## src/rtl/rf_block_transfer_seq_if.sv

```systemverilog
// Memory-side transfer bus of the multi-register load/store sequencer.
//   master : the sequencer (drives request, direction, address and store data)
//   slave  : the memory (returns ack and load data)
// mem_ack completes the pending request on the clock edge where it is high.
// mem_rdata is valid in the same cycle as mem_ack.
interface rf_block_transfer_seq_if #(
   parameter int M = 32
);
   logic         mem_req;
   logic         mem_we;
   logic [M-1:0] mem_addr;
   logic [M-1:0] mem_wdata;
   logic         mem_ack;
   logic [M-1:0] mem_rdata;

   modport master (
      output mem_req,
      output mem_we,
      output mem_addr,
      output mem_wdata,
      input  mem_ack,
      input  mem_rdata
   );

   modport slave (
      input  mem_req,
      input  mem_we,
      input  mem_addr,
      input  mem_wdata,
      output mem_ack,
      output mem_rdata
   );
endinterface

```

## src/rtl/rf_block_transfer_seq.sv

```systemverilog
// Multi-register load/store (LDM/STM) sequencer.
// Walks a 16-bit register list from the lowest register upwards. Each listed
// register is moved by one memory transfer on the req/ack bus. Optionally the
// base register is written back with the final address.
// Ports:
//   clk, reset            clock (rising edge), asynchronous active-low reset
//   start, load, up,      launch request plus operation attributes, sampled
//   writeback, base_reg,  only while idle
//   base_addr, reg_list
//   busy, done            operation in progress / one-cycle completion pulse
//   rf_a1, rf_rd1         register-file read port (store data source)
//   rf_we3, rf_a3, rf_wd3 register-file write port (loads and writeback)
//   pc_load, pc_value     one-cycle pulse when register 15 gets a new value
//   mem                   memory transfer bus (master side)
module rf_block_transfer_seq #(
   parameter int N = 4,
   parameter int M = 32
) (
   input  logic                    clk,
   input  logic                    reset,
   input  logic                    start,
   input  logic                    load,
   input  logic                    up,
   input  logic                    writeback,
   input  logic [N-1:0]            base_reg,
   input  logic [M-1:0]            base_addr,
   input  logic [15:0]             reg_list,
   output logic                    busy,
   output logic                    done,
   output logic [N-1:0]            rf_a1,
   input  logic [M-1:0]            rf_rd1,
   output logic                    rf_we3,
   output logic [N-1:0]            rf_a3,
   output logic [M-1:0]            rf_wd3,
   output logic                    pc_load,
   output logic [M-1:0]            pc_value,
   rf_block_transfer_seq_if.master mem
);

   localparam logic [N-1:0] PC_IDX = N'(15);

   typedef enum logic [2:0] {
      S_IDLE,
      S_SETUP,
      S_REQ,
      S_WB,
      S_DONE
   } state_t;

   state_t       state_q, state_d;
   logic [15:0]  list_q, list_d;
   logic [4:0]   cnt_q, cnt_d;
   logic [M-1:0] addr_q, addr_d;
   logic [M-1:0] final_q, final_d;
   logic         load_q, load_d;
   logic         wb_q, wb_d;
   logic [N-1:0] base_reg_q, base_reg_d;
   logic [N-1:0] cur_q, cur_d;

   logic         mem_req_q, mem_req_d;
   logic         mem_we_q, mem_we_d;
   logic [M-1:0] mem_addr_q, mem_addr_d;
   logic [M-1:0] mem_wdata_q, mem_wdata_d;
   logic         rf_we3_q, rf_we3_d;
   logic [N-1:0] rf_a3_q, rf_a3_d;
   logic [M-1:0] rf_wd3_q, rf_wd3_d;
   logic         pc_load_q, pc_load_d;
   logic [M-1:0] pc_value_q, pc_value_d;

   logic [4:0]   start_cnt;
   logic [M-1:0] start_span;
   logic [N-1:0] next_idx;

   function automatic logic [4:0] popcount16(input logic [15:0] v);
      logic [4:0] c;
      c = '0;
      for (int i = 0; i < 16; i++) begin
         c = c + 5'(v[i]);
      end
      return c;
   endfunction

   // Scanning downwards leaves the lowest set index as the final value.
   function automatic logic [N-1:0] lowest_set(input logic [15:0] v);
      logic [N-1:0] idx;
      idx = '0;
      for (int i = 15; i >= 0; i--) begin
         if (v[i]) begin
            idx = N'(i);
         end
      end
      return idx;
   endfunction

   assign start_cnt  = popcount16(reg_list);
   assign start_span = M'({start_cnt, 2'b00});
   assign next_idx   = lowest_set(list_q);

   always_comb begin
      state_d     = state_q;
      list_d      = list_q;
      cnt_d       = cnt_q;
      addr_d      = addr_q;
      final_d     = final_q;
      load_d      = load_q;
      wb_d        = wb_q;
      base_reg_d  = base_reg_q;
      cur_d       = cur_q;
      mem_req_d   = mem_req_q;
      mem_we_d    = mem_we_q;
      mem_addr_d  = mem_addr_q;
      mem_wdata_d = mem_wdata_q;
      rf_we3_d    = 1'b0;
      rf_a3_d     = rf_a3_q;
      rf_wd3_d    = rf_wd3_q;
      pc_load_d   = 1'b0;
      pc_value_d  = pc_value_q;

      case (state_q)
         S_IDLE: begin
            if (start) begin
               load_d     = load;
               // A loaded base register keeps the loaded value, so the
               // writeback is dropped up front.
               wb_d       = writeback & ~(load & reg_list[base_reg]);
               base_reg_d = base_reg;
               list_d     = reg_list;
               cnt_d      = start_cnt;
               // Decrement-before still walks upwards, starting from the
               // lowest address of the block.
               addr_d     = up ? base_addr : (base_addr - start_span);
               final_d    = up ? (base_addr + start_span) : (base_addr - start_span);
               state_d    = (reg_list == 16'h0000) ? S_DONE : S_SETUP;
            end
         end

         S_SETUP: begin
            cur_d       = next_idx;
            mem_req_d   = 1'b1;
            mem_we_d    = ~load_q;
            mem_addr_d  = addr_q;
            mem_wdata_d = load_q ? '0 : rf_rd1;
            state_d     = S_REQ;
         end

         S_REQ: begin
            if (mem.mem_ack) begin
               list_d    = list_q & ~(16'h0001 << cur_q);
               cnt_d     = cnt_q - 5'd1;
               addr_d    = addr_q + M'(4);
               mem_req_d = 1'b0;
               if (load_q) begin
                  if (cur_q == PC_IDX) begin
                     pc_load_d  = 1'b1;
                     pc_value_d = mem.mem_rdata;
                  end else begin
                     rf_we3_d = 1'b1;
                     rf_a3_d  = cur_q;
                     rf_wd3_d = mem.mem_rdata;
                  end
               end
               if (cnt_q != 5'd1) begin
                  state_d = S_SETUP;
               end else if (wb_q) begin
                  state_d = S_WB;
               end else begin
                  state_d = S_DONE;
               end
            end
         end

         S_WB: begin
            if (base_reg_q == PC_IDX) begin
               pc_load_d  = 1'b1;
               pc_value_d = final_q;
            end else begin
               rf_we3_d = 1'b1;
               rf_a3_d  = base_reg_q;
               rf_wd3_d = final_q;
            end
            state_d = S_DONE;
         end

         S_DONE: begin
            state_d = S_IDLE;
         end

         default: begin
            state_d = S_IDLE;
         end
      endcase
   end

   always_ff @(posedge clk or negedge reset) begin
      if (!reset) begin
         state_q     <= S_IDLE;
         list_q      <= '0;
         cnt_q       <= '0;
         addr_q      <= '0;
         final_q     <= '0;
         load_q      <= 1'b0;
         wb_q        <= 1'b0;
         base_reg_q  <= '0;
         cur_q       <= '0;
         mem_req_q   <= 1'b0;
         mem_we_q    <= 1'b0;
         mem_addr_q  <= '0;
         mem_wdata_q <= '0;
         rf_we3_q    <= 1'b0;
         rf_a3_q     <= '0;
         rf_wd3_q    <= '0;
         pc_load_q   <= 1'b0;
         pc_value_q  <= '0;
      end else begin
         state_q     <= state_d;
         list_q      <= list_d;
         cnt_q       <= cnt_d;
         addr_q      <= addr_d;
         final_q     <= final_d;
         load_q      <= load_d;
         wb_q        <= wb_d;
         base_reg_q  <= base_reg_d;
         cur_q       <= cur_d;
         mem_req_q   <= mem_req_d;
         mem_we_q    <= mem_we_d;
         mem_addr_q  <= mem_addr_d;
         mem_wdata_q <= mem_wdata_d;
         rf_we3_q    <= rf_we3_d;
         rf_a3_q     <= rf_a3_d;
         rf_wd3_q    <= rf_wd3_d;
         pc_load_q   <= pc_load_d;
         pc_value_q  <= pc_value_d;
      end
   end

   assign busy          = (state_q != S_IDLE);
   assign done          = (state_q == S_DONE);
   assign rf_a1         = (state_q == S_SETUP) ? next_idx : '0;
   assign rf_we3        = rf_we3_q;
   assign rf_a3         = rf_a3_q;
   assign rf_wd3        = rf_wd3_q;
   assign pc_load       = pc_load_q;
   assign pc_value      = pc_value_q;
   assign mem.mem_req   = mem_req_q;
   assign mem.mem_we    = mem_we_q;
   assign mem.mem_addr  = mem_addr_q;
   assign mem.mem_wdata = mem_wdata_q;

endmodule

```

## src/flat_wrapper.sv

```systemverilog
// flat-port wrapper written by rule: the top's interface ports become plain ports
module rf_block_transfer_seq_flat 
#(
   parameter int N = 4,
   parameter int M = 32
)
  (clk, reset, start, load, up, writeback, base_reg, base_addr, reg_list, busy, done, rf_a1, rf_rd1, rf_we3, rf_a3, rf_wd3, pc_load, pc_value, mem_mem_req, mem_mem_we, mem_mem_addr, mem_mem_wdata, mem_mem_ack, mem_mem_rdata);
  rf_block_transfer_seq_if #(.M(M)) mem_i ();
  input  logic clk;
  input  logic reset;
  input  logic start;
  input  logic load;
  input  logic up;
  input  logic writeback;
  input  logic [N-1:0] base_reg;
  input  logic [M-1:0] base_addr;
  input  logic [15:0] reg_list;
  output logic busy;
  output logic done;
  output logic [N-1:0] rf_a1;
  input  logic [M-1:0] rf_rd1;
  output logic rf_we3;
  output logic [N-1:0] rf_a3;
  output logic [M-1:0] rf_wd3;
  output logic pc_load;
  output logic [M-1:0] pc_value;
  output wire logic [$bits(mem_i.mem_req)-1:0] mem_mem_req;
  output wire logic [$bits(mem_i.mem_we)-1:0] mem_mem_we;
  output wire logic [$bits(mem_i.mem_addr)-1:0] mem_mem_addr;
  output wire logic [$bits(mem_i.mem_wdata)-1:0] mem_mem_wdata;
  input wire logic [$bits(mem_i.mem_ack)-1:0] mem_mem_ack;
  input wire logic [$bits(mem_i.mem_rdata)-1:0] mem_mem_rdata;
  assign mem_mem_req = mem_i.mem_req;
  assign mem_mem_we = mem_i.mem_we;
  assign mem_mem_addr = mem_i.mem_addr;
  assign mem_mem_wdata = mem_i.mem_wdata;
  assign mem_i.mem_ack = mem_mem_ack;
  assign mem_i.mem_rdata = mem_mem_rdata;
  rf_block_transfer_seq #(.N(N), .M(M)) u_core (.clk(clk), .reset(reset), .start(start), .load(load), .up(up), .writeback(writeback), .base_reg(base_reg), .base_addr(base_addr), .reg_list(reg_list), .busy(busy), .done(done), .rf_a1(rf_a1), .rf_rd1(rf_rd1), .rf_we3(rf_we3), .rf_a3(rf_a3), .rf_wd3(rf_wd3), .pc_load(pc_load), .pc_value(pc_value), .mem(mem_i));
endmodule
```

## config.mk

```make
export PLATFORM = sky130hd
export DESIGN_NAME = rf_block_transfer_seq_flat
export DESIGN_NICKNAME = d
export VERILOG_FILES = /design/src/rtl/rf_block_transfer_seq_if.sv /design/src/rtl/rf_block_transfer_seq.sv /design/src/flat_wrapper.sv
export SDC_FILE = /design/constraint.sdc
export NUM_CORES = 1
export LEC_CHECK = 0
export BUFFER_PORTS_ARGS = -buffer_cell sky130_fd_sc_hd__clkbuf_2
export CORE_UTILIZATION = 49
export CTS_CLUSTER_SIZE = 24
export DETAILED_ROUTE_END_ITERATION = 12
export PLACE_DENSITY = 0.83
export RECOVER_POWER = 100
export SLEW_MARGIN = 20
export SYNTH_ARGS = -nofsm -noshare
export SYNTH_HDL_FRONTEND = slang
export SYNTH_SLANG_ARGS = --single-unit
```

## constraint.sdc

```tcl
create_clock -name clk -period 3.1 [get_ports clk]
set_input_delay 0.31 -clock clk [delete_from_list [all_inputs] [get_ports clk]]
set_output_delay 0.31 -clock clk [all_outputs]
set_load 0.1 [all_outputs]
```

---- After elaboration in Yosys (flattened, before gate mapping) ----
Index checks and enable logic that the tools add are counted.
word-level totals
  register bits ........................... 234
  input port bits ......................... 123
  output and inout bits ................... 142
  word-level logic and storage cells ...... 135
operators by class
  add/subtract/negate cells ............... 19
  order comparisons ....................... 1
  equality and inequality tests ........... 14
  shifts and indexed selects .............. 1
  muxes and demuxes ....................... 64
  bitwise operators ....................... 6
  reductions and logical operators ........ 12
operators by type and width
  cell                     count
  $mux W32                 13
  $pmux W32 S2             3
  $mux W4                  21
  $add A5 B1 Y5            14
  $add A32 B3 Y32 const B  1
  $add A32 B7 Y32          1
  $mux W16                 2
  $pmux W16 S2             1
  $sub A32 B7 Y32          1
  $and A16 B16 Y16         1
  $logic_not A16 Y1        1
  $not A16 Y16             1
  $shl A1 B4 Y16 const A   1
  $mux W3                  5
  $pmux W3 S4              1
  $mux W1                  10
  $mux W5                  2
  $pmux W5 S2              1
  $reduce_and A5 Y1        2
  $eq A4 B4 Y1 const B     2
  $ne A2 B2 Y1 const B     4
  $pmux W4 S2              1
  $eq A3 B2 Y1 const B     2
  $ne A2 B1 Y1 const B     3
  15 further kinds         23

---- Longest topological paths before layout ----
Gate-level depths: netlist of run 1.
  word-level depth ........................ 19
  mapped depth ............................ 24
  gate-level depth less buffers ........... 22

---- Worst setup path before layout of run 1 ----
OpenSTA, ideal clock, no wires.
  path type ............................... input -> register
  from .................................... in reg_list[0]
  to ...................................... reg u_core.addr_q[22]
  setup time .............................. 0.094 ns
  arrival ................................. 6.000 ns
  data required time ...................... 3.006 ns
  slack ................................... -2.994 ns
  cell stages on the path ................. 20
  path buffers ............................ 2
  path through ............................ inv_1 > ha_1 > inv_1 > fa_1 > fa_1 > fa_1 > fa_1 > fa_1 > fa_1 > xor2_1 > inv_1 > ha_1 > clkbuf_1 > inv_1 > a311o_1 > or3_1 > buf_2 > or4_4 > xor2_1 > a221oi_2
between the ends
  word-level cells in the longest chain between the ends .. 19
RTL lines
  element                       line                          RTL
  start: declaration            flat_wrapper.sv:17            input logic [15:0] reg_list;
  $add A1 B1 Y2                 rf_block_transfer_seq.sv:78   c = c + 5'(v[i]);
  $add A5 B1 Y5 (14 in series)  rf_block_transfer_seq.sv:78
  $sub A32 B7 Y32               rf_block_transfer_seq.sv:131  addr_d = up ? base_addr : (base_addr - start_span);
  $mux W32                      rf_block_transfer_seq.sv:131
  $mux W32                      rf_block_transfer_seq.sv:121  if (start) begin
  $pmux W32 S2                  rf_block_transfer_seq.sv:119  case (state_q)
  end signal: assignment        rf_block_transfer_seq.sv:218  addr_q <= addr_d;
  end: declaration              rf_block_transfer_seq.sv:53   logic [M-1:0] addr_q, addr_d;
No other way between the ends. The select of a mux whose other input is x is not followed.
A chain may end at the register's enable or synchronous reset.

---- Worst setup path after layout of run 1 ----
  from .................................... in reg_list[0]
  to ...................................... reg u_core.addr_q[14]
The elaborated chain is that of the path after synthesis.

==> results of run 1 <==
-- stage by stage --
step	cells	hold WS, ps	TNS (ps)
CTS	1988	3.51	-105400
floorplan	1348	14.4	-119620
detailed placement	1922	349	-153130
finish	2003	-7.33	-110880
global placement	1922	340	-149090
global route	2003	12.2	-146260
-- flip-flops by register name, summed over array words and instances, names as in the netlist --
signal                cells
u_core.mem.mem_wdata     32
u_core.rf_a3              4
u_core.load_q             1
u_core.cur_q              4
u_core.list_q            16
u_core.rf_wd3            32
u_core.state_q            3
u_core.pc_value          32
u_core.mem.mem_addr      32
u_core.pc_load            1
u_core.rf_we3             1
u_core.cnt_q              5
u_core.wb_q               1
u_core.addr_q            32
u_core.base_reg_q         4
u_core.mem.mem_we         1
u_core.final_q           32
u_core.mem.mem_req        1
-- layer usage --
| metal | wire length, µm | share of wire (%) | vias to the layer above | track usage, % |
|---|---|---|---|---|
| li1 | - | - | 5305 | - |
| met1 | 16100 | 37 | 5989 | 38.8 |
| met2 | 20000 | 46 | 1023 | 47.8 |
| met3 | 4720 | 11 | 302 | 5.55 |
| met4 | 2890 | 6.6 | 0 | 14.8 |
| met5 | 0 | 0 | - | 0 |
-- final cells by class --
cell class / count / area [µm²]
Clock buffer: 36 / 790
Sequential cell: 234 / 5860
Timing Repair Buffer: 379 / 2140
Inverter: 46 / 195
Clock inverter: 10 / 82.6
Fill cell: 1741 / 8020
Multi-Input combinational cell: 974 / 7110
Tap cell: 324 / 405
-- logic make-up after synthesis --
| family | Yosys count | share of synthesized area (%) |
|---|---|---|
| AND/OR/NAND/NOR | 477 | 18.2 |
| AO/OA/AOI/OAI | 330 | 15.3 |
| flip-flops | 234 | 47.2 |
| buffers and inverters | 140 | 4.31 |
| multiplexers | 80 | 7.19 |
| XOR/XNOR | 55 | 3.88 |
| adder cells (fa/ha/maj) | 32 | 3.95 |
-- placed cells by master, fill, tap and decap left out, types with 20 or more instances in the layout --
cell / count
sky130_fd_sc_hd__a21oi_1: 104
sky130_fd_sc_hd__nor2_1: 118
sky130_fd_sc_hd__buf_4: 82
sky130_fd_sc_hd__xnor2_2: 23
sky130_fd_sc_hd__nand2_1: 151
sky130_fd_sc_hd__clkbuf_1: 142
sky130_fd_sc_hd__mux2i_1: 42
sky130_fd_sc_hd__clkbuf_2: 126
sky130_fd_sc_hd__nand3_1: 26
sky130_fd_sc_hd__o21ai_1: 29
sky130_fd_sc_hd__xnor2_1: 20
sky130_fd_sc_hd__mux2_2: 33
sky130_fd_sc_hd__nand2b_1: 40
sky130_fd_sc_hd__inv_1: 38
sky130_fd_sc_hd__clkbuf_16: 28
sky130_fd_sc_hd__dfrtp_1: 234
sky130_fd_sc_hd__o21ai_0: 82
-- final timing paths --
check | endpoint | cells past startpoint | slack, ps
max in group asynchronous | u_core.pc_value[27] | 3 | 250
max reg2reg | u_core.mem.mem_addr[0] | 4 | 50
min reg2reg | u_core.addr_q[0] | 2 | 470
max | u_core.addr_q[14] | 22 | -2290
min in group asynchronous | u_core.mem.mem_addr[23] | 2 | 900
min | u_core.final_q[1] | 3 | -7
-- worst max-delay path, delay by kind of cell --
family	cells	cell delay (ps)
adders and majority gates	8	3220
xor gates and xnor gates	2	260
buffers and inverters	8	720
AOI/OAI and AO/OA	2	740
and+or+nand+nor	2	540
-- timing repair --
action	4_1_cts	5_1_grt
endpoints found under the setup margin	64	64
resized for setup	123	95
hold buffers	2	0
pin swaps	55	69
setup buffers	21	26
hold endpoints to repair	77	0
==> flow_summary.html, run 1 <==
<table>
<tr><th>Metric</th><th>Value</th></tr>
<tr><th colspan="2">Timing</th></tr>
<tr><td>Period utilization</td><td>174%</td></tr>
<tr><td>Transition time of the tightest slew-check pin</td><td>2040 ps</td></tr>
<tr><td>Setup repair after global routing missed its margin</td><td>true</td></tr>
<tr><td>Max-slew violation count</td><td>roughly 190</td></tr>
<tr><td>Final worst setup slack</td><td>-2290 ps</td></tr>
<tr><td>Number of endpoints failing setup at the final stage</td><td>64</td></tr>
<tr><td>Relative max-transition margin</td><td>-35.8%</td></tr>
<tr><td>Final Hold Fails</td><td>1</td></tr>
<tr><td>Achievable clock frequency</td><td>roughly 190 MHz</td></tr>
<tr><td>Hold Slack</td><td>-7.33 ps</td></tr>
<tr><td>Post-Route Skew</td><td>approximately 30 ps</td></tr>
<tr><td>Final Critical Period</td><td>~5400 ps</td></tr>
<tr><th colspan="2">Cells and area</th></tr>
<tr><td>Ratio of cells with drive above 1 in the final layout</td><td>between 20% and 30%</td></tr>
<tr><td>Total number of nets in the final design</td><td>roughly 1.8k</td></tr>
<tr><td>Antenna Cells</td><td>0</td></tr>
<tr><td>Core occupancy in the finished layout</td><td>around two thirds</td></tr>
<tr><td>Area growth from synthesis to layout</td><td>33.6%</td></tr>
<tr><td>Layout Cell Area excl Fill</td><td>roughly 17000 µm²</td></tr>
<tr><th colspan="2">Setup path</th></tr>
<tr><td>Sequence of cells on the critical path</td><td>clkbuf_16 -&gt; inv_12 -&gt; ha_4 -&gt; inv_2 -&gt; fa_1 -&gt; fa_1 -&gt; fa_1 -&gt; fa_1 -&gt; fa_2 -&gt; fa_2 -&gt; buf_6 -&gt; xor2_2 -&gt; inv_2 -&gt; ha_4 -&gt; inv_4 -&gt; a311o_1 -&gt; or3_4 -&gt; buf_4 -&gt; buf_12 -&gt; nor2_4 -&gt; xnor2_1 -&gt; a221oi_1</td></tr>
<tr><td>Delay of the slowest critical-path stage</td><td>approximately 530 ps</td></tr>
<tr><td>Crit path arrival time</td><td>between 5000 and 6000 ps</td></tr>
<tr><td>Critical path peak fanout</td><td>7</td></tr>
<tr><td>Launching point of the worst reg2reg path</td><td>u_core.state_q[1]</td></tr>
<tr><td>Worst Path Class, Setup</td><td>in2reg</td></tr>
<tr><td>Required @ worst endpoint</td><td>3520 ps</td></tr>
<tr><td>Most frequent CP cell</td><td>sky130_fd_sc_hd__fa_1</td></tr>
<tr><td>Crit path launch type</td><td>input port</td></tr>
<tr><td>Worst setup EP type</td><td>flip-flop</td></tr>
<tr><td>Crit. Startpoint</td><td>reg_list[0]</td></tr>
<tr><td>Slowest cell on the critical path</td><td>sky130_fd_sc_hd__fa_1</td></tr>
<tr><th colspan="2">Route</th></tr>
<tr><td>Number of optimization iterations in the first detailed-route pass</td><td>7</td></tr>
<tr><td>Wire length reported by the detailed router</td><td>43800 µm</td></tr>
<tr><td>Post-detailed-route DRC marker count</td><td>0</td></tr>
<tr><td>Iter 0 DRT Violations</td><td>1838</td></tr>
<tr><td>Via count normalized by instance count</td><td>6.30</td></tr>
<tr><td>Via count of the routed design</td><td>around 13k</td></tr>
<tr><td>WL/cell</td><td>approximately 22 µm</td></tr>
<tr><td>Routed Antenna Nets</td><td>0</td></tr>
<tr><th colspan="2">Min path</th></tr>
<tr><td>Class of the worst hold path</td><td>in2reg</td></tr>
<tr><td>Min-Delay Startpoint</td><td>base_addr[1]</td></tr>
<tr><th colspan="2">Placed design</th></tr>
<tr><td>Post-detailed-placement cell area</td><td>roughly 15000 µm²</td></tr>
<tr><td>Total half-perimeter wirelength after legalization and detailed placement</td><td>25900 µm</td></tr>
<tr><td>Worst slack at placement</td><td>-2840 ps</td></tr>
<tr><td>Total of buffers placed on input and output ports</td><td>264</td></tr>
<tr><td>Final weighted congestion of routability-driven global placement</td><td>between 0.9 and 1</td></tr>
<tr><th colspan="2">Clocking</th></tr>
<tr><td>Number of clock sinks</td><td>234</td></tr>
<tr><td>Total number of H-tree levels</td><td>1</td></tr>
<tr><td>CTS tree</td><td>done</td></tr>
<tr><td>Cts bufs inserted</td><td>26</td></tr>
<tr><td>Clock transition at path regs</td><td>roughly 70 ps</td></tr>
<tr><td>Clk Tree Root Cell</td><td>sky130_fd_sc_hd__clkbuf_16</td></tr>
<tr><td>Insertion delay to the later sink of the worst-skew pair</td><td>around 560 ps</td></tr>
<tr><td>Deepest clock path buffer count</td><td>3</td></tr>
<tr><th colspan="2">Die</th></tr>
<tr><td>IO Pins</td><td>265</td></tr>
<tr><td>Height of the chip</td><td>between 150 and 200 µm</td></tr>
<tr><td>Rows</td><td>57</td></tr>
<tr><td>Area inside the core boundary</td><td>24600 µm²</td></tr>
<tr><td>Chip Width</td><td>161 µm</td></tr>
<tr><td>Die ar.</td><td>26000 µm²</td></tr>
<tr><td>Effective utilization at floorplan</td><td>about 50%</td></tr>
<tr><th colspan="2">Global routing</th></tr>
<tr><td>Largest net degree at the start of global routing</td><td>106</td></tr>
<tr><td>Global-route wire length before repair</td><td>62300 µm</td></tr>
<tr><td>Antenna violations before repair</td><td>0</td></tr>
<tr><td>Vias in the first global route</td><td>approximately 12k</td></tr>
<tr><td>Tot GR Track Use</td><td>29.8%</td></tr>
<tr><td>Overflow after GRT</td><td>0</td></tr>
<tr><th colspan="2">Synth</th></tr>
<tr><td>Fraction of post-synthesis cell area in the top cell type by area</td><td>a little under half</td></tr>
<tr><td>Post-synthesis sequential element count</td><td>234</td></tr>
<tr><td>Instance count of the mapped netlist</td><td>roughly 1.3k</td></tr>
<tr><td>Nets in the synthesized netlist</td><td>about 1.5k</td></tr>
<tr><td>Sequential-to-total area share from yosys stat</td><td>between 40% and 50%</td></tr>
<tr><td>Primary FF master, synth</td><td>sky130_fd_sc_hd__dfrtp_1</td></tr>
<tr><td>Syn Area/Cell</td><td>slightly above 9 µm²</td></tr>
<tr><td>Most repeated cell in the gate-level netlist after synthesis</td><td>sky130_fd_sc_hd__dfrtp_1</td></tr>
<tr><td>EDFF count, synth</td><td>0</td></tr>
<tr><td>Leading cell types by total area after synthesis</td><td>sky130_fd_sc_hd__dfrtp_1 47%, sky130_fd_sc_hd__a21oi_1 4.8%, sky130_fd_sc_hd__o21ai_0 4.8%</td></tr>
<tr><td>Warnings, synthesis</td><td>0</td></tr>
<tr><td>Synth async-reset ratio</td><td>100%</td></tr>
<tr><td>Top cells by count, synth</td><td>234 x sky130_fd_sc_hd__dfrtp_1, 155 x sky130_fd_sc_hd__nand2_1, 135 x sky130_fd_sc_hd__nor2_1</td></tr>
<tr><td>Cell area after synthesis</td><td>12400 µm²</td></tr>
<tr><td>Number of distinct library cells after synthesis</td><td>65</td></tr>
<tr><td>Post-synthesis cell type with the largest combined area</td><td>sky130_fd_sc_hd__dfrtp_1</td></tr>
<tr><th colspan="2">Status</th></tr>
<tr><td>Failing checks</td><td>negative hold slack, max-capacitance violations, max-slew violations, negative setup slack</td></tr>
<tr><td>Result of the run</td><td>finished, violations left</td></tr>
<tr><th colspan="2">Flow run</th></tr>
<tr><td># Max-Cap Violations</td><td>2</td></tr>
</table>
Power of run 1 is not shown: default switching activity piles up to over one toggle a cycle in this logic, so the estimate is an artifact.
==> run 2, diff against run 1 <==
REMOVE_ABC_BUFFERS = 1   (was default)
clock period = 6.08 ns   (was 3.1 ns; I/O delays follow)
==> flow_summary.html, run 2 (synthesis results as in run 1) <==
<table>
<tr><th>Metric</th><th>Value</th></tr>
<tr><th colspan="2">Clocking</th></tr>
<tr><td>Clk Tree Root Cell</td><td>sky130_fd_sc_hd__clkbuf_16 (unchanged)</td></tr>
<tr><td>Insertion delay to the later sink of the worst-skew pair</td><td>540 ps (was 560 ps)</td></tr>
<tr><td>Post-CTS Hold Fix Bufs</td><td>0 (was 2)</td></tr>
<tr><td>Number of clock sinks</td><td>234 (unchanged)</td></tr>
<tr><td>CTS tree</td><td>done (unchanged)</td></tr>
<tr><td>Deepest clock path buffer count</td><td>3 (unchanged)</td></tr>
<tr><td>Number of gates resized after CTS</td><td>0 (was 123)</td></tr>
<tr><td>Number of buffers added for setup after CTS</td><td>0 (was 21)</td></tr>
<tr><td>Clock transition at path regs</td><td>60 ps (was 70 ps)</td></tr>
<tr><td>Cts bufs inserted</td><td>26 (unchanged)</td></tr>
<tr><td>Total number of H-tree levels</td><td>1 (unchanged)</td></tr>
<tr><th colspan="2">Timing</th></tr>
<tr><td>Final Critical Period</td><td>~5800 ps</td></tr>
<tr><td>Relative max-transition margin</td><td>-120% (was -35.8%)</td></tr>
<tr><td>Post-Route Skew</td><td>29.0 ps (was 29.3 ps)</td></tr>
<tr><td>Final Hold Fails</td><td>0 (was 1)</td></tr>
<tr><td>Period utilization</td><td>95.8%</td></tr>
<tr><td>Transition time of the tightest slew-check pin</td><td>3300 ps (was 2040 ps)</td></tr>
<tr><td>Setup repair after global routing missed its margin</td><td>false (was true)</td></tr>
<tr><td>Max-slew violation count</td><td>486 (was 186)</td></tr>
<tr><td>Final worst setup slack</td><td>257 ps (was -2290 ps)</td></tr>
<tr><td>Hold Slack</td><td>290 ps (was -7.33 ps)</td></tr>
<tr><td>Number of endpoints failing setup at the final stage</td><td>0 (was 64)</td></tr>
<tr><td>Achievable clock frequency</td><td>roughly 170 MHz</td></tr>
<tr><th colspan="2">Placed design</th></tr>
<tr><td>Final weighted congestion of routability-driven global placement</td><td>0.926 (was 0.944)</td></tr>
<tr><td>Total of buffers placed on input and output ports</td><td>264 (unchanged)</td></tr>
<tr><td>Post-detailed-placement cell area</td><td>14200 µm² (was 14700 µm²)</td></tr>
<tr><td>Worst slack at placement</td><td>-282 ps (was -2840 ps)</td></tr>
<tr><td>Total half-perimeter wirelength after legalization and detailed placement</td><td>23700 µm (was 25900 µm)</td></tr>
<tr><th colspan="2">Global routing</th></tr>
<tr><td>Antenna violations before repair</td><td>2 (was 0)</td></tr>
<tr><td>Largest net degree at the start of global routing</td><td>124 (was 106)</td></tr>
<tr><td>Global-route wire length before repair</td><td>53300 µm (was 62300 µm)</td></tr>
<tr><td>Tot GR Track Use</td><td>25.4% (was 29.8%)</td></tr>
<tr><td>Vias in the first global route</td><td>10.5k (was 11.8k)</td></tr>
<tr><td>Overflow after GRT</td><td>0 (unchanged)</td></tr>
<tr><th colspan="2">Setup path</th></tr>
<tr><td>Worst Reg-to-Reg Cells</td><td>5 (was 4)</td></tr>
<tr><td>Worst setup EP type</td><td>flip-flop (unchanged)</td></tr>
<tr><td>Crit path launch type</td><td>input port (unchanged)</td></tr>
<tr><td>Crit path arrival time</td><td>6260 ps (was 5810 ps)</td></tr>
<tr><td>Worst R2R Setup Slack</td><td>1280 ps (was 50 ps)</td></tr>
<tr><td>Required @ worst endpoint</td><td>6520 ps (was 3520 ps)</td></tr>
<tr><td>Critical path peak fanout</td><td>3 (was 7)</td></tr>
<tr><td>Worst Path Class, Setup</td><td>in2reg (unchanged)</td></tr>
<tr><th colspan="2">Route</th></tr>
<tr><td>Number of optimization iterations in the first detailed-route pass</td><td>5 (was 7)</td></tr>
<tr><td>WL/cell</td><td>17.1 µm (was 21.8 µm)</td></tr>
<tr><td>Routed Antenna Nets</td><td>0 (unchanged)</td></tr>
<tr><td>Via count of the routed design</td><td>10.9k (was 12.6k)</td></tr>
<tr><td>Wire length reported by the detailed router</td><td>33200 µm (was 43800 µm)</td></tr>
<tr><td>Via count normalized by instance count</td><td>5.65 (was 6.30)</td></tr>
<tr><td>Iter 0 DRT Violations</td><td>877 (was 1838)</td></tr>
<tr><td>Post-detailed-route DRC marker count</td><td>0 (unchanged)</td></tr>
<tr><th colspan="2">Cells and area</th></tr>
<tr><td>Area growth from synthesis to layout</td><td>18.9% (was 33.6%)</td></tr>
<tr><td>Ratio of cells with drive above 1 in the final layout</td><td>15.4% (was 28.1%)</td></tr>
<tr><td>Most common cell after layout, fill and taps aside</td><td>sky130_fd_sc_hd__dfrtp_1 (unchanged)</td></tr>
<tr><td>Layout Cell Area excl Fill</td><td>14800 µm² (was 16600 µm²)</td></tr>
<tr><td>Most frequent cells in the layout</td><td>234 x sky130_fd_sc_hd__dfrtp_1, 160 x sky130_fd_sc_hd__clkbuf_1, 155 x sky130_fd_sc_hd__nand2_1, 135 x sky130_fd_sc_hd__nor2_1, 126 x sky130_fd_sc_hd__clkbuf_2 (was 234 x sky130_fd_sc_hd__dfrtp_1, 151 x sky130_fd_sc_hd__nand2_1, 142 x sky130_fd_sc_hd__clkbuf_1, 126 x sky130_fd_sc_hd__clkbuf_2, 118 x sky130_fd_sc_hd__nor2_1)</td></tr>
<tr><td>Total number of nets in the final design</td><td>1745 (was 1816)</td></tr>
<tr><td>Core occupancy in the finished layout</td><td>60.0% (was 67.4%)</td></tr>
<tr><th colspan="2">Die</th></tr>
<tr><td>IO Pins</td><td>265 (unchanged)</td></tr>
<tr><td>Rows</td><td>57 (unchanged)</td></tr>
<tr><td>Height of the chip</td><td>161 µm (unchanged)</td></tr>
<tr><td>Chip Width</td><td>161 µm (unchanged)</td></tr>
<tr><td>Effective utilization at floorplan</td><td>50.5% (unchanged)</td></tr>
<tr><td>Die ar.</td><td>26000 µm² (unchanged)</td></tr>
<tr><td>Area inside the core boundary</td><td>24600 µm² (unchanged)</td></tr>
<tr><th colspan="2">Min path</th></tr>
<tr><td>Worst hold path cell count</td><td>3 (unchanged)</td></tr>
<tr><td>Class of the worst hold path</td><td>in2reg (unchanged)</td></tr>
<tr><th colspan="2">Status</th></tr>
<tr><td>Failing checks</td><td>max-capacitance violations, max-slew violations (was negative hold slack, max-capacitance violations, max-slew violations, negative setup slack)</td></tr>
<tr><td>Result of the run</td><td>finished, violations left (unchanged)</td></tr>
<tr><th colspan="2">Flow run</th></tr>
<tr><td># Max-Cap Violations</td><td>8 (was 2)</td></tr>
</table>
-- run 2: final timing paths --
path,start,endpoint
worst min-delay path,base_addr[0],u_core.final_q[0]
max in group asynchronous,reset,u_core.rf_wd3[6]
worst max register to register,u_core.state_q[1],u_core.mem.mem_wdata[26]
worst max-delay path,reg_list[0],u_core.addr_q[22]
min in group asynchronous,reset,u_core.mem.mem_addr[1]
worst min register to register,u_core.mem.mem_wdata[4],u_core.mem.mem_wdata[4]
-- run 2: per-layer routing --
| layer | part of all wire (%) | up-vias | GRT usage [%] |
|---|---|---|---|
| li1 | - | 5175 | - |
| met1 | 41 | 5218 | 32.6 |
| met2 | 49 | 473 | 43.0 |
| met3 | 7.2 | 75 | 4.47 |
| met4 | 3.4 | 0 | 9.48 |
| met5 | 0 | - | 0 |
-- run 2: metrics by stage --
| step | TNS, ps | cells |
|---|---|---|
| floorplan | -22520 | 1254 |
| global placement | -624 | 1885 |
| detailed placement | -1290 | 1885 |
| CTS | 0 | 1933 |
| global route | 0 | 1934 |
| finish | 0 | 1936 |
-- run 2: area by class of cell --
class	instances	area (µm²)
sequential	234	5860
multi-input combinational	974	6060
timing repair buffer	308	1420
antenna	2	5.00
clock inverter	11	100
clock buffer	37	752
tap	324	405
inverter	46	173
fill	2177	9840
-- run 2: critical path, cell delays in order --
cell	delay [ps]
sky130_fd_sc_hd__clkbuf_2	90
sky130_fd_sc_hd__inv_1	50
sky130_fd_sc_hd__ha_1	280
sky130_fd_sc_hd__inv_1	70
sky130_fd_sc_hd__fa_1	440
sky130_fd_sc_hd__fa_1	490
sky130_fd_sc_hd__fa_1	530
sky130_fd_sc_hd__fa_1	430
sky130_fd_sc_hd__fa_1	410
sky130_fd_sc_hd__fa_1	410
sky130_fd_sc_hd__nor2b_1	110
sky130_fd_sc_hd__o21ai_0	140
sky130_fd_sc_hd__ha_1	210
sky130_fd_sc_hd__or2_2	280
sky130_fd_sc_hd__a311o_1	340
sky130_fd_sc_hd__or3_1	380
sky130_fd_sc_hd__or4_4	540
sky130_fd_sc_hd__xor2_1	170
sky130_fd_sc_hd__a221oi_2	260
Power of run 2 is left out for the same reason.
